### src/rtl/swsd_frame_ctrl.sv
// Frame sequencer for one sliding-window detector: clear, shift MSB first, count hits, report (SWSD_CTRL_HITMAP_EN adds res_hitmap).
// Latency len+2 cycles from accept to res_valid (1 for len=0); the result is held until res_ready, and frm_ready stays low until then.
module swsd_frame_ctrl #(
  parameter int W  = 16,
  parameter int CW = 5
) (
  input  logic          clk,
  input  logic          rst_n,
  input  logic          frm_valid,
  output logic          frm_ready,
  input  logic [W-1:0]  frm_data,
  input  logic [CW-1:0] frm_len,
  output logic          det_rst_n,
  output logic          det_in,
  input  logic          det_out,
  output logic          res_valid,
  input  logic          res_ready,
  output logic [CW-1:0] res_hits,
  output logic [CW-1:0] res_first,
`ifdef SWSD_CTRL_HITMAP_EN
  output logic [W-1:0]  res_hitmap,
`endif
  output logic          res_any
);

  localparam int IW = (W > 1) ? $clog2(W) : 1;
  localparam logic [CW-1:0] LEN_MAX = CW'(W);

  typedef enum logic [1:0] {IDLE, CLEAR, SHIFT, REPORT} state_t;

  state_t        state_q, state_d;
  logic [W-1:0]  sr_q, sr_d;
  logic [CW-1:0] len_q, len_d;
  logic [CW-1:0] idx_q, idx_d;
  logic [CW-1:0] hits_q, hits_d;
  logic [CW-1:0] first_q, first_d;
  logic          any_q, any_d;
  logic [W-1:0]  hitmap_q, hitmap_d;
  logic          frm_ready_q, frm_ready_d;
  logic          det_rst_n_q, det_rst_n_d;
  logic          det_in_q, det_in_d;
  logic          res_valid_q, res_valid_d;
  logic [CW-1:0] len_clamped;

  assign len_clamped = (frm_len > LEN_MAX) ? LEN_MAX : frm_len;

  always_comb begin
    state_d  = state_q;
    sr_d     = sr_q;
    len_d    = len_q;
    idx_d    = idx_q;
    hits_d   = hits_q;
    first_d  = first_q;
    any_d    = any_q;
    hitmap_d = hitmap_q;
    case (state_q)
      IDLE: begin
        if (frm_valid && frm_ready_q) begin
          sr_d     = frm_data;
          len_d    = len_clamped;
          idx_d    = '0;
          hits_d   = '0;
          first_d  = '0;
          any_d    = 1'b0;
          hitmap_d = '0;
          state_d  = (len_clamped == '0) ? REPORT : CLEAR;
        end
      end
      CLEAR: state_d = SHIFT;
      SHIFT: begin
        // det_out is Mealy on det_in, so it is sampled at the edge closing this bit
        if (det_out) begin
          if (hits_q != '1) hits_d = hits_q + CW'(1);
          if (!any_q) begin
            first_d = idx_q;
            any_d   = 1'b1;
          end
          hitmap_d[idx_q[IW-1:0]] = 1'b1;
        end
        sr_d  = sr_q << 1;
        idx_d = idx_q + CW'(1);
        if (idx_q == len_q - CW'(1)) state_d = REPORT;
      end
      REPORT: if (res_ready) state_d = IDLE;
      default: state_d = IDLE;
    endcase
    // Outputs are registered, so they are decoded from the next state
    frm_ready_d = (state_d == IDLE);
    det_rst_n_d = (state_d != CLEAR);
    det_in_d    = (state_d == SHIFT) && sr_d[W-1];
    res_valid_d = (state_d == REPORT);
  end

  always_ff @(posedge clk or negedge rst_n) begin
    if (!rst_n) begin
      state_q     <= IDLE;
      sr_q        <= '0;
      len_q       <= '0;
      idx_q       <= '0;
      hits_q      <= '0;
      first_q     <= '0;
      any_q       <= 1'b0;
      hitmap_q    <= '0;
      frm_ready_q <= 1'b0;
      det_rst_n_q <= 1'b0;
      det_in_q    <= 1'b0;
      res_valid_q <= 1'b0;
    end else begin
      state_q     <= state_d;
      sr_q        <= sr_d;
      len_q       <= len_d;
      idx_q       <= idx_d;
      hits_q      <= hits_d;
      first_q     <= first_d;
      any_q       <= any_d;
      hitmap_q    <= hitmap_d;
      frm_ready_q <= frm_ready_d;
      det_rst_n_q <= det_rst_n_d;
      det_in_q    <= det_in_d;
      res_valid_q <= res_valid_d;
    end
  end

  assign frm_ready = frm_ready_q;
  assign det_rst_n = det_rst_n_q;
  assign det_in    = det_in_q;
  assign res_valid = res_valid_q;
  assign res_hits  = hits_q;
  assign res_first = first_q;
  assign res_any   = any_q;
`ifdef SWSD_CTRL_HITMAP_EN
  assign res_hitmap = hitmap_q;
`endif

endmodule
### config.mk
export PLATFORM = sky130hd
export DESIGN_NAME = swsd_frame_ctrl
export DESIGN_NICKNAME = d
export VERILOG_FILES = /design/src/rtl/swsd_frame_ctrl.sv
export SDC_FILE = /design/constraint.sdc
export NUM_CORES = 1
export LEC_CHECK = 0
export BUFFER_PORTS_ARGS = -buffer_cell sky130_fd_sc_hd__buf_4
export CORE_MARGIN = 3
export CORE_UTILIZATION = 35
export DETAILED_ROUTE_END_ITERATION = 8
export GPL_ROUTABILITY_DRIVEN = 0
export SYNTH_ARGS = -nofsm -noshare
export SYNTH_HDL_FRONTEND = slang
export SYNTH_SLANG_ARGS = --single-unit
### constraint.sdc
create_clock -name clk -period 2.95 [get_ports clk]
set_input_delay 0.59 -clock clk [delete_from_list [all_inputs] [get_ports clk]]
set_output_delay 0.59 -clock clk [all_outputs]
set_load 0.02 [all_outputs]
==> flow_metrics.env <==
export IMPL_status="complete, no violations"
export IMPL_grt_pass1_wl_mm=6.651
export IMPL_areaGrowthSynthToFinish_pct=21.36
export IMPL_drv_slew=0
export IMPL_rsz0062_at_grt="false"
export IMPL_critical_path_arrival_ps=2060
export IMPL_ys_seq_area_share_pct=53.72
export IMPL_syn_num_nets=215
export IMPL_cts_hold_buffers_added=0
export IMPL_die_y_um=81.65
export IMPL_numCtsBuffers=5
export IMPL_timing_final_crit_share_pct=64.49
export IMPL_row_count=26
export IMPL_cts_setup_buffers=0
export IMPL_fin_nets=252
export IMPL_timing_rr_start="res_hits[0]"
export IMPL_fp_dieArea_um2=6667
export IMPL_worst_pin_slew_ps=722.5
export IMPL_cpPeakStageDelay_ps=430
export IMPL_layout_drive_gt1_share_pct=25.56
export IMPL_wl_per_cell_um=13.96
export IMPL_critPathTopFamily="simple AND/OR/NAND/NOR gates"
export IMPL_synthTopCellsByArea="dfrtp_1, a222oi_1, nand2_1"
export IMPL_synthCells=185
export IMPL_drtAntennaViolNets=0
export IMPL_synth_seq_cells=43
export IMPL_totalWireLength_mm=4.089
export IMPL_criticalPathCategory="reg2reg"
export IMPL_critPathMostFrequentCell="ha_1"
export IMPL_drv_cap=0
export IMPL_setup_violations=0
export IMPL_dp_cells=285
export IMPL_top_layer_used="met4"
export IMPL_synth_area_per_cell_um2=10.83
export IMPL_clk_latency_ps=290
export IMPL_grt_max_degree=44
export IMPL_start_kind="flip-flop"
export IMPL_clock_sinks=43
export IMPL_period_needed_ps=1902
export IMPL_critPathBufInv=1
export IMPL_antenna_cells=0
export IMPL_finClkSkew_ps=5.623
export IMPL_rr_worst_depth=8
export IMPL_slew_headroom_pct=51.62
export IMPL_cts_resized_gates=0
export IMPL_finalNonFillerCells=293
export IMPL_routed_wl_met3_um=233
export IMPL_port_buffers=40
export IMPL_grt_pass1_vias=1426
export IMPL_pwr_density_cell_nw_per_um2=1083
export IMPL_required_ps=3100
export IMPL_ioPinCount=41
export IMPL_yosysTopAreaCellShare_pct=53.72
export IMPL_ir_drop_uv=440.4
export IMPL_ys_warn_count=0
export IMPL_clockRootBuffer="clkbuf_8"
export IMPL_initial_core_util_pct=37.78
export IMPL_crit_chain="ha_1 > and3_1 > ha_1 > nor4bb_1 > buf_4 > nand4_1 > xor2_1 > nor2_1"
export IMPL_viasPerCell=4.993
export IMPL_hpwlAfterDp_mm=2.883
export IMPL_grt_overflow_total=0
export IMPL_yosys_area_top_type="dfrtp_1"
export IMPL_mostFrequentLayoutCells="dfrtp_1, buf_4, nand2_1"
export IMPL_tritoncts="done"
export IMPL_r2r_end="res_hits[3]"
export IMPL_clk_pin_slew_worst_paths_ps=80
export IMPL_drtPass1Iterations=4
export IMPL_vias=1463
export IMPL_hold_violations=0
export IMPL_end_kind="flip-flop"
export IMPL_synth_area_um2=2003
export IMPL_fin_tns_setup_ps=0
export IMPL_die_w_um=81.65
export IMPL_final_common_cell="dfrtp_1"
export IMPL_worstPathMaxFanout=7
export IMPL_synth_cell_types=43
export IMPL_regToRegSetupSlack_ps=1050
export IMPL_met2_length_mm=1.857
export IMPL_crit_slowest_cell="dfrtp_1"
export IMPL_antenna_found_initial=0
export IMPL_p_leak_nw=1.243
export IMPL_track_usage_pct=13.38
export IMPL_clk_path_buf_depth=2
export IMPL_finalCoreUtilization_pct=45.85
export IMPL_core_um2=5303
export IMPL_drc=0
export IMPL_htreeDepth=2
export IMPL_wirelength_met1_mm=1.919
export IMPL_min_path_type="in2async"
export IMPL_max_freq_mhz=525.6
export IMPL_drt_iter0_markers=110
==> metal layers <==
layer | vias up | GRT usage [%]
li1 | 726 | -
met1 | 693 | 18.26
met2 | 36 | 19.63
met3 | 8 | 3.618
met4 | 0 | 6.478
met5 | - | 0
==> flip-flops by register name, indices dropped and copies added (netlist names) <==
| register | count |
|---|---|
| idx_q | 5 |
| res_valid | 1 |
| det_rst_n | 1 |
| det_in | 1 |
| frm_ready | 1 |
| res_first | 5 |
| res_any | 1 |
| len_q | 5 |
| state_q | 2 |
| sr_q | 16 |
| res_hits | 5 |
==> cell type report <==
| cell class | instances | area (µm²) |
|---|---|---|
| clock inverter | 1 | 7.507 |
| inverter | 20 | 75.07 |
| multi-input combinational | 110 | 773.2 |
| fill | 534 | 2872 |
| timing repair buffer | 42 | 315.3 |
| sequential | 43 | 1076 |
| clock buffer | 7 | 96.34 |
| tap | 70 | 87.58 |
==> kinds of logic after synthesis <==
group,synth area share [%]
AO/OA/AOI/OAI,16.11
XOR/XNOR,4.372
adder cells (fa/ha/maj),2.499
buffers and inverters,7.682
flip-flops,53.72
multiplexers,1.062
AND/OR/NAND/NOR,14.55
==> metrics by stage <==
stage	total power [mW]	instance area [µm²]	hold slack, ps	setup WS [ps]
floorplan	1.947	2003	294.4	1084
global placement	2.238	2327	475.7	1045
detailed placement	2.246	2327	478.9	1006
CTS	2.662	2431	294.2	1032
global route	2.851	2431	314.2	886.0
finish	2.634	2431	280.4	1048
==> synth_stat cells, drive strengths merged <==
cell type   n
a41o        1
nand3       2
o211ai      1
clkbuf      2
and2        1
xor2        6
nor4bb      1
nand2b      2
ha          4
inv        19
nor3        2
a21o        1
nand4       2
nor2b       1
a21oi       2
a22o        2
nand3b      4
xnor2       4
a211oi      1
dfrtp      43
or2         1
nor2        6
o21ai      12
clkinv      1
mux2        1
and4bb      1
a311o       1
nand2      27
o31a        1
or4         1
a222oi     15
and3        2
a31oi       1
nand4bb     2
mux2i       1
buf        10
nor4        1
==> how the worst max path moves through the flow <==
stage,cells after the start,startpoint,to
finish,8,res_hits[0],res_hits[3]
global route,8,res_hits[0],res_hits[3]
CTS,8,res_hits[0],res_hits[3]
detailed placement,4,frm_valid,det_in
global placement,8,res_hits[0],res_hits[3]
floorplan,8,res_hits[0],res_hits[3]
==> where the power goes <==
part	internal [mW]	switching [mW]
registers	0.837	0.224
logic	0.518	0.643
clock network	0.213	0.197
total	1.57	1.07
==> worst register-to-register path, stage by stage, from the launching register on <==
cell	delay, ps
dfrtp_1	430
ha_1	220
and3_1	180
ha_1	170
nor4bb_1	260
buf_4	190
nand4_1	110
xor2_1	140
nor2_1	50
Power figures use the tool's default switching activity.
